<file path="src/rtl/uart_rx_if.sv">
// Byte-side bundle of uart_rx: received byte, valid/ack handshake and error pulses.
// master = receiver, slave = consumer; rx_ack is the only consumer-driven signal.
interface uart_rx_if;
    logic [7:0] dout;
    logic       rx_valid;
    logic       rx_ack;
    logic       busy_rx;
    logic       frame_err;
    logic       overrun_err;
    logic       parity_err;

    modport master (
        output dout,
        output rx_valid,
        output busy_rx,
        output frame_err,
        output overrun_err,
        output parity_err,
        input  rx_ack
    );

    modport slave (
        input  dout,
        input  rx_valid,
        input  busy_rx,
        input  frame_err,
        input  overrun_err,
        input  parity_err,
        output rx_ack
    );
endinterface

</file>
<file path="src/rtl/uart_rx.sv">
// UART receiver, 8 data bits MSB first; rx_valid rises 1 cycle after the stop-bit sample; no backpressure, an unacked byte is overwritten with overrun_err.
// Optional even-parity bit enabled by UART_RX_PARITY_EN (default build: 10-bit frame, parity_err tied 0).
module uart_rx #(
    parameter int CLKS_PER_BIT = 16,
    parameter int SYNC_STAGES  = 2
) (
    input  logic       fpga_clk,
    input  logic       nrst,
    input  logic       sin,
    uart_rx_if.master  rx
);

    localparam int TW = (CLKS_PER_BIT > 1) ? $clog2(CLKS_PER_BIT) : 1;
    localparam logic [TW-1:0] HALF_TGT = TW'(CLKS_PER_BIT / 2 - 1);
    localparam logic [TW-1:0] FULL_TGT = TW'(CLKS_PER_BIT - 1);

`ifdef UART_RX_PARITY_EN
    typedef enum logic [2:0] {IDLE, START, DATA, PARITY, STOP, BREAK} state_t;
`else
    typedef enum logic [2:0] {IDLE, START, DATA, STOP, BREAK} state_t;
`endif

    state_t                 state, state_nxt;
    logic [SYNC_STAGES-1:0] sync_q;
    logic                   rs;
    logic [TW-1:0]          tick_cnt;
    logic [2:0]             bit_cnt;
    logic [7:0]             shreg;
    logic [7:0]             dout_q;
    logic                   valid_q;
    logic                   frame_q;
    logic                   overrun_q;

    logic sample, tick_clr, shift_en, accept, frame_bad, start_clr;
`ifdef UART_RX_PARITY_EN
    logic par_smp;
    logic par_bad;
    logic parity_q;
`endif

    always_ff @(posedge fpga_clk or negedge nrst) begin
        if (!nrst) sync_q <= '1;
        else       sync_q <= {sync_q[SYNC_STAGES-2:0], sin};
    end

    assign rs = sync_q[SYNC_STAGES-1];

    always_ff @(posedge fpga_clk or negedge nrst) begin
        if (!nrst) state <= IDLE;
        else       state <= state_nxt;
    end

    always_comb begin
        state_nxt = state;
        tick_clr  = 1'b0;
        shift_en  = 1'b0;
        accept    = 1'b0;
        frame_bad = 1'b0;
        start_clr = 1'b0;
`ifdef UART_RX_PARITY_EN
        par_smp   = 1'b0;
`endif
        sample    = (state == START) ? (tick_cnt == HALF_TGT) : (tick_cnt == FULL_TGT);
        case (state)
            IDLE: begin
                tick_clr = 1'b1;
                if (!rs) begin
                    state_nxt = START;
                    start_clr = 1'b1;
                end
            end
            START: if (sample) begin
                tick_clr  = 1'b1;
                state_nxt = rs ? IDLE : DATA;
            end
            DATA: if (sample) begin
                tick_clr = 1'b1;
                shift_en = 1'b1;
`ifdef UART_RX_PARITY_EN
                if (bit_cnt == 3'd7) state_nxt = PARITY;
`else
                if (bit_cnt == 3'd7) state_nxt = STOP;
`endif
            end
`ifdef UART_RX_PARITY_EN
            PARITY: if (sample) begin
                tick_clr  = 1'b1;
                par_smp   = 1'b1;
                state_nxt = STOP;
            end
`endif
            STOP: if (sample) begin
                tick_clr = 1'b1;
                if (rs) begin
                    accept    = 1'b1;
                    state_nxt = IDLE;
                end else begin
                    frame_bad = 1'b1;
                    state_nxt = BREAK;
                end
            end
            // A line held low after a bad stop bit must not start a new frame.
            BREAK: begin
                tick_clr = 1'b1;
                if (rs) state_nxt = IDLE;
            end
            default: state_nxt = IDLE;
        endcase
    end

    always_ff @(posedge fpga_clk or negedge nrst) begin
        if (!nrst) begin
            tick_cnt  <= '0;
            bit_cnt   <= '0;
            shreg     <= '0;
            dout_q    <= '0;
            valid_q   <= 1'b0;
            frame_q   <= 1'b0;
            overrun_q <= 1'b0;
        end else begin
            tick_cnt  <= tick_clr ? '0 : tick_cnt + TW'(1);
            frame_q   <= frame_bad;
            overrun_q <= accept && valid_q && !rx.rx_ack;
            if (state == START)  bit_cnt <= '0;
            else if (shift_en)   bit_cnt <= bit_cnt + 3'd1;
            if (shift_en)        shreg <= {shreg[6:0], rs};
            if (accept) begin
                dout_q  <= shreg;
                valid_q <= 1'b1;
            end else if (rx.rx_ack) begin
                valid_q <= 1'b0;
            end
        end
    end

`ifdef UART_RX_PARITY_EN
    always_ff @(posedge fpga_clk or negedge nrst) begin
        if (!nrst) begin
            par_bad  <= 1'b0;
            parity_q <= 1'b0;
        end else begin
            parity_q <= accept && par_bad;
            if (start_clr || accept) par_bad <= 1'b0;
            else if (par_smp)        par_bad <= ^shreg ^ rs;
        end
    end
    assign rx.parity_err = parity_q;
`else
    assign rx.parity_err = 1'b0;
`endif

    assign rx.dout        = dout_q;
    assign rx.rx_valid    = valid_q;
    assign rx.busy_rx     = (state != IDLE);
    assign rx.frame_err   = frame_q;
    assign rx.overrun_err = overrun_q;

endmodule
</file>
<file path="src/flat_wrapper.sv">
// flat-port wrapper written by rule: the top's interface ports become plain ports
module uart_rx_flat 
#(
    parameter int CLKS_PER_BIT = 16,
    parameter int SYNC_STAGES  = 2
)
  (fpga_clk, nrst, sin, rx_dout, rx_rx_valid, rx_busy_rx, rx_frame_err, rx_overrun_err, rx_parity_err, rx_rx_ack);
  uart_rx_if rx_i ();
  input  logic fpga_clk;
  input  logic nrst;
  input  logic sin;
  output wire logic [$bits(rx_i.dout)-1:0] rx_dout;
  output wire logic [$bits(rx_i.rx_valid)-1:0] rx_rx_valid;
  output wire logic [$bits(rx_i.busy_rx)-1:0] rx_busy_rx;
  output wire logic [$bits(rx_i.frame_err)-1:0] rx_frame_err;
  output wire logic [$bits(rx_i.overrun_err)-1:0] rx_overrun_err;
  output wire logic [$bits(rx_i.parity_err)-1:0] rx_parity_err;
  input wire logic [$bits(rx_i.rx_ack)-1:0] rx_rx_ack;
  assign rx_dout = rx_i.dout;
  assign rx_rx_valid = rx_i.rx_valid;
  assign rx_busy_rx = rx_i.busy_rx;
  assign rx_frame_err = rx_i.frame_err;
  assign rx_overrun_err = rx_i.overrun_err;
  assign rx_parity_err = rx_i.parity_err;
  assign rx_i.rx_ack = rx_rx_ack;
  uart_rx #(.CLKS_PER_BIT(CLKS_PER_BIT), .SYNC_STAGES(SYNC_STAGES)) u_core (.fpga_clk(fpga_clk), .nrst(nrst), .sin(sin), .rx(rx_i));
endmodule
</file>
<file path="config.mk">
export PLATFORM = sky130hd
export DESIGN_NAME = uart_rx_flat
export DESIGN_NICKNAME = d
export VERILOG_FILES = /design/src/rtl/uart_rx_if.sv /design/src/rtl/uart_rx.sv /design/src/flat_wrapper.sv
export SDC_FILE = /design/constraint.sdc
export NUM_CORES = 1
export LEC_CHECK = 0
export ABC_AREA = 1
export ABC_CLOCK_PERIOD_IN_PS = 1700
export CORE_MARGIN = 1.5
export CORE_UTILIZATION = 25
export CTS_CLUSTER_DIAMETER = 150
export DETAILED_ROUTE_END_ITERATION = 16
export GPL_TIMING_DRIVEN = 1
export PLACE_DENSITY = 0.49
export SETUP_SLACK_MARGIN = 0.1
export SYNTH_ARGS = -nofsm -noshare
export SYNTH_HDL_FRONTEND = slang
export SYNTH_SLANG_ARGS = --single-unit
</file>
<file path="constraint.sdc">
create_clock -name fpga_clk -period 1.7 [get_ports fpga_clk]
set_input_delay 0.34 -clock fpga_clk [delete_from_list [all_inputs] [get_ports fpga_clk]]
set_output_delay 0.34 -clock fpga_clk [all_outputs]
set_load 0.1 [all_outputs]
</file>
==> impl_metrics.py, run 1 <==
metrics = {
    "power_and_ir_drop": {
        "powerDensity_nw_per_um2": 1160,
        "power.net_switching_mw": 0.751,
        "power_frac_clock_pct": 33.5,
        "seqPwrFrac_pct": 39.1,
        "internal_power_mw": 1.49,
        "power_mw": 2.24,
        "peakVddDrop_mv": 0.461,
        "switching_share_pct": 33.5,
        "power_leakage_nw": 0.977,
        "combPwrFrac_pct": 27.4,
    },
    "routing": {
        "wire_per_inst_um": 10.7,
        "vias": 1040,
        "ant_nets": 0,
        "drtIter0Drc": 91,
        "drc": 0,
        "drt_first_pass_iters": 4,
        "vias_per_cell": 4.23,
        "routed_wl_mm": 2.62,
    },
    "yosys": {
        "yosys_warnings": 0,
        "synth-simple-area-share_pct": 34.0,
        "synthDistinctLibCells": 27,
        "syn_area_sq_um": 1480,
        "syn_nets": 159,
        "synth_compound_area_share_pct": 2.54,
        "yosysSeqAreaShare_pct": 52.6,
        "ys_ff_latch": 31,
        "synthAdderAreaFrac_pct": 2.54,
        "synthCells": 152,
        "synthMuxAreaShare_pct": 0,
        "synth_top_family_by_area": "simple AND/OR/NAND/NOR gates",
        "synth-xor-area-share_pct": 0.592,
        "avgSynthCellArea_sq_um": 9.73,
    },
    "clock_tree": {
        "clockBufferDepth": 2,
        "htree_levels": 2,
        "cts.clk_slew.worst_paths_ps": 70,
        "cts_tree": "yes",
        "cts_buffers": 5,
        "clk_latency_ps": 280,
        "hold_buffers": 0,
        "root_buffer": "clkbuf_8",
        "cts_sinks": 31,
    },
    "floorplan": {
        "die_h_um": 79.9,
        "die_x_um": 79.9,
        "io_pins": 17,
        "rows": 27,
        "initial_utilization_pct": 26.4,
        "die_area_sq_um": 6390,
        "fp.coreArea_sq_um": 5610,
    },
    "worst_setup_path": {
        "worstPathRequired_ps": 1360,
        "worstPathArrival_ps": 1180,
        "crit_type": "reg -> out",
        "startpoint_type": "flop",
        "cp-end-kind": "output port",
        "cp_max_fo": 6,
    },
    "placement": {
        "portBuffers": 15,
        "dp_cells": 238,
        "dpl_worst_slack_ps": 166,
        "routabilityCongestion": 0.768,
        "dp_hpwl_mm": 1.90,
    },
    "final_layout": {
        "antenna_cells": 0,
        "nets": 180,
        "layoutNonFillerInstCount": 246,
        "drive_gt1_share_pct": 28.2,
        "area_growth_pct": 31.0,
    },
    "global_route": {
        "antenna_found_initial": 0,
        "grt_max_degree": 32,
        "grtUsageTotal_pct": 9.97,
        "grt_pass1_vias": 1005,
        "grt_pass1_wl_mm": 4.92,
        "gr-total-overflow": 0,
    },
    "timing": {
        "whs_ps": 357,
        "tns_ps": 0,
        "setup_ws_ps": 181,
        "final-setup-viol-count": 0,
        "slew_viol_final": 0,
        "fin_worst_skew_ps": 7.54,
        "final_hold_viol_count": 0,
        "fmax_mhz": 659,
        "rsz0062_at_grt": "no",
        "timing.final.crit_share_pct": 89.3,
        "fin_crit_ps": 1520,
    },
    "outcome": {
        "status": "finished clean",
    },
    "min_path": {
        "hold_path_class": "reg -> reg",
    },
    "job": {
        "cap_viol_max_count": 0,
    },
}
[power by group through the flow]
stage	Clock (mW)	Combinational, mW	Sequential [mW]
after floorplan	0	0.497	0.835
after global placement	0	0.611	0.883
after detailed placement	0	0.614	0.882
after CTS	0.772	0.619	0.870
after global routing	0.795	0.680	0.886
final	0.749	0.614	0.876
[layout make-up]
class,count,area [sq um]
Multi-Input combinational cell,105,596
Clock buffer,6,82.6
Clock inverter,2,35.0
Tap cell,72,90.1
Sequential cell,31,781
Timing Repair Buffer,20,308
Fill cell,584,3670
Inverter,10,45.0
[critical path, stage by stage, from the launching register on]
cell	delay, ps
dfrtp_1	480
nor2_2	170
nand2_2	80
buf_12	170
[worst paths after layout]
check	to	startpoint	cells past startpoint	slack [ps]
min in group asynchronous	u_core.state[1]	nrst	2	440
worst min register to register	u_core.sync_q[1]	u_core.sync_q[0]	0	360
max in group asynchronous	u_core.sync_q[0]	nrst	2	930
worst max register to register	u_core.state[1]	u_core.state[1]	7	270
worst min-delay path	u_core.sync_q[1]	u_core.sync_q[0]	0	360
worst max-delay path	rx_busy_rx	u_core.state[1]	3	180
[metrics by stage]
step                      util (%)  instance area, sq um
after CTS                     34.5                  1930
after global placement        32.4                  1810
after floorplan                  -                  1480
after detailed placement      32.4                  1810
final                         34.5                  1940
after global routing          34.5                  1940
[per-layer routing]
layer / part of all wire (%) / vias to the layer above / wire length (um) / global-route usage [%]
met2: 44 / 24 / 1150 / 14.1
met1: 49 / 477 / 1280 / 13.8
met5: 0 / - / 0 / 0
met3: 5.0 / 5 / 131 / 2.86
li1: - / 534 / - / -
met4: 2.3 / 0 / 61 / 4.66
[cells in the final DEF (no fill, tap or decap), types with 3 or more instances in the layout]
cell | Yosys | final
nand4_1 | 7 | 7
nand2_1 | 48 | 47
nor2_1 | 9 | 8
ha_1 | 3 | 3
inv_1 | 9 | 9
nand2_2 | 2 | 3
nand3_1 | 14 | 14
clkdlybuf4s50_1 | 0 | 3
dfrtp_1 | 29 | 27
nand3_2 | 5 | 5
nand2_4 | 3 | 3
clkbuf_8 | 0 | 6
buf_12 | 1 | 12
buf_4 | 2 | 5
[sequential cells by signal, summed over array words and instances (netlist names)]
register and flops:
u_core.state 3, u_core.rx.dout 8, u_core.rx.frame_err 1, u_core.bit_cnt 3
u_core.tick_cnt 4, u_core.shreg 8, u_core.rx.overrun_err 1, u_core.sync_q 2
u_core.rx.rx_valid 1
[cell usage after synthesis]
cell,count,area [sq um]
nand3_2,5,50.1
o22ai_1,1,6.26
nand4_2,1,12.5
nand2_2,2,12.5
inv_1,9,33.8
dfstp_2,2,52.6
nand2_1,48,180
buf_6,2,22.5
a31oi_1,1,6.26
dfrtp_1,29,726
clkbuf_4,1,7.51
nor3_4,1,16.3
conb_1,1,3.75
xor2_1,1,8.76
nor2_1,9,33.8
o21bai_1,1,7.51
nand4_1,7,43.8
ha_1,3,37.5
buf_4,2,15.0
nand2_4,3,33.8
nand3_4,1,17.5
buf_12,1,20.0
o21ai_2,2,17.5
nor2_4,2,22.5
nor3_1,2,10.0
inv_8,1,11.3
nand3_1,14,70.1
[cells by family after synthesis]
kind of cell	Yosys count
AO/OA/AOI/OAI	5
AND/OR/NAND/NOR	95
XOR/XNOR	1
adder cells (fa/ha/maj)	3
other	1
flip-flops	31
buffers and inverters	16
[timing repair]
item / 4_1_cts / 5_1_grt
gates resized for setup: 1 / 2
setup endpoints to repair: 1 / 8
buffers inserted: 0 / 0
Power figures use the tool's default switching activity.
==> run 2: changes to the inputs <==
--- a/config.mk
+++ b/config.mk
@@ -17,3 +17,4 @@
 export SYNTH_ARGS = -nofsm -noshare
 export SYNTH_HDL_FRONTEND = slang
 export SYNTH_SLANG_ARGS = --single-unit
+export TNS_END_PERCENT = 30
==> results of run 2 <==
The final DEF is identical to that of run 1; final timing and power are the same.
==> run 3: changes to the inputs <==
--- a/config.mk
+++ b/config.mk
@@ -14,6 +14,7 @@
 export GPL_TIMING_DRIVEN = 1
 export PLACE_DENSITY = 0.49
 export SETUP_SLACK_MARGIN = 0.1
+export SLEW_MARGIN = 10
 export SYNTH_ARGS = -nofsm -noshare
 export SYNTH_HDL_FRONTEND = slang
 export SYNTH_SLANG_ARGS = --single-unit
==> results of run 3 <==
The final DEF is identical to that of run 1; final timing and power are the same.
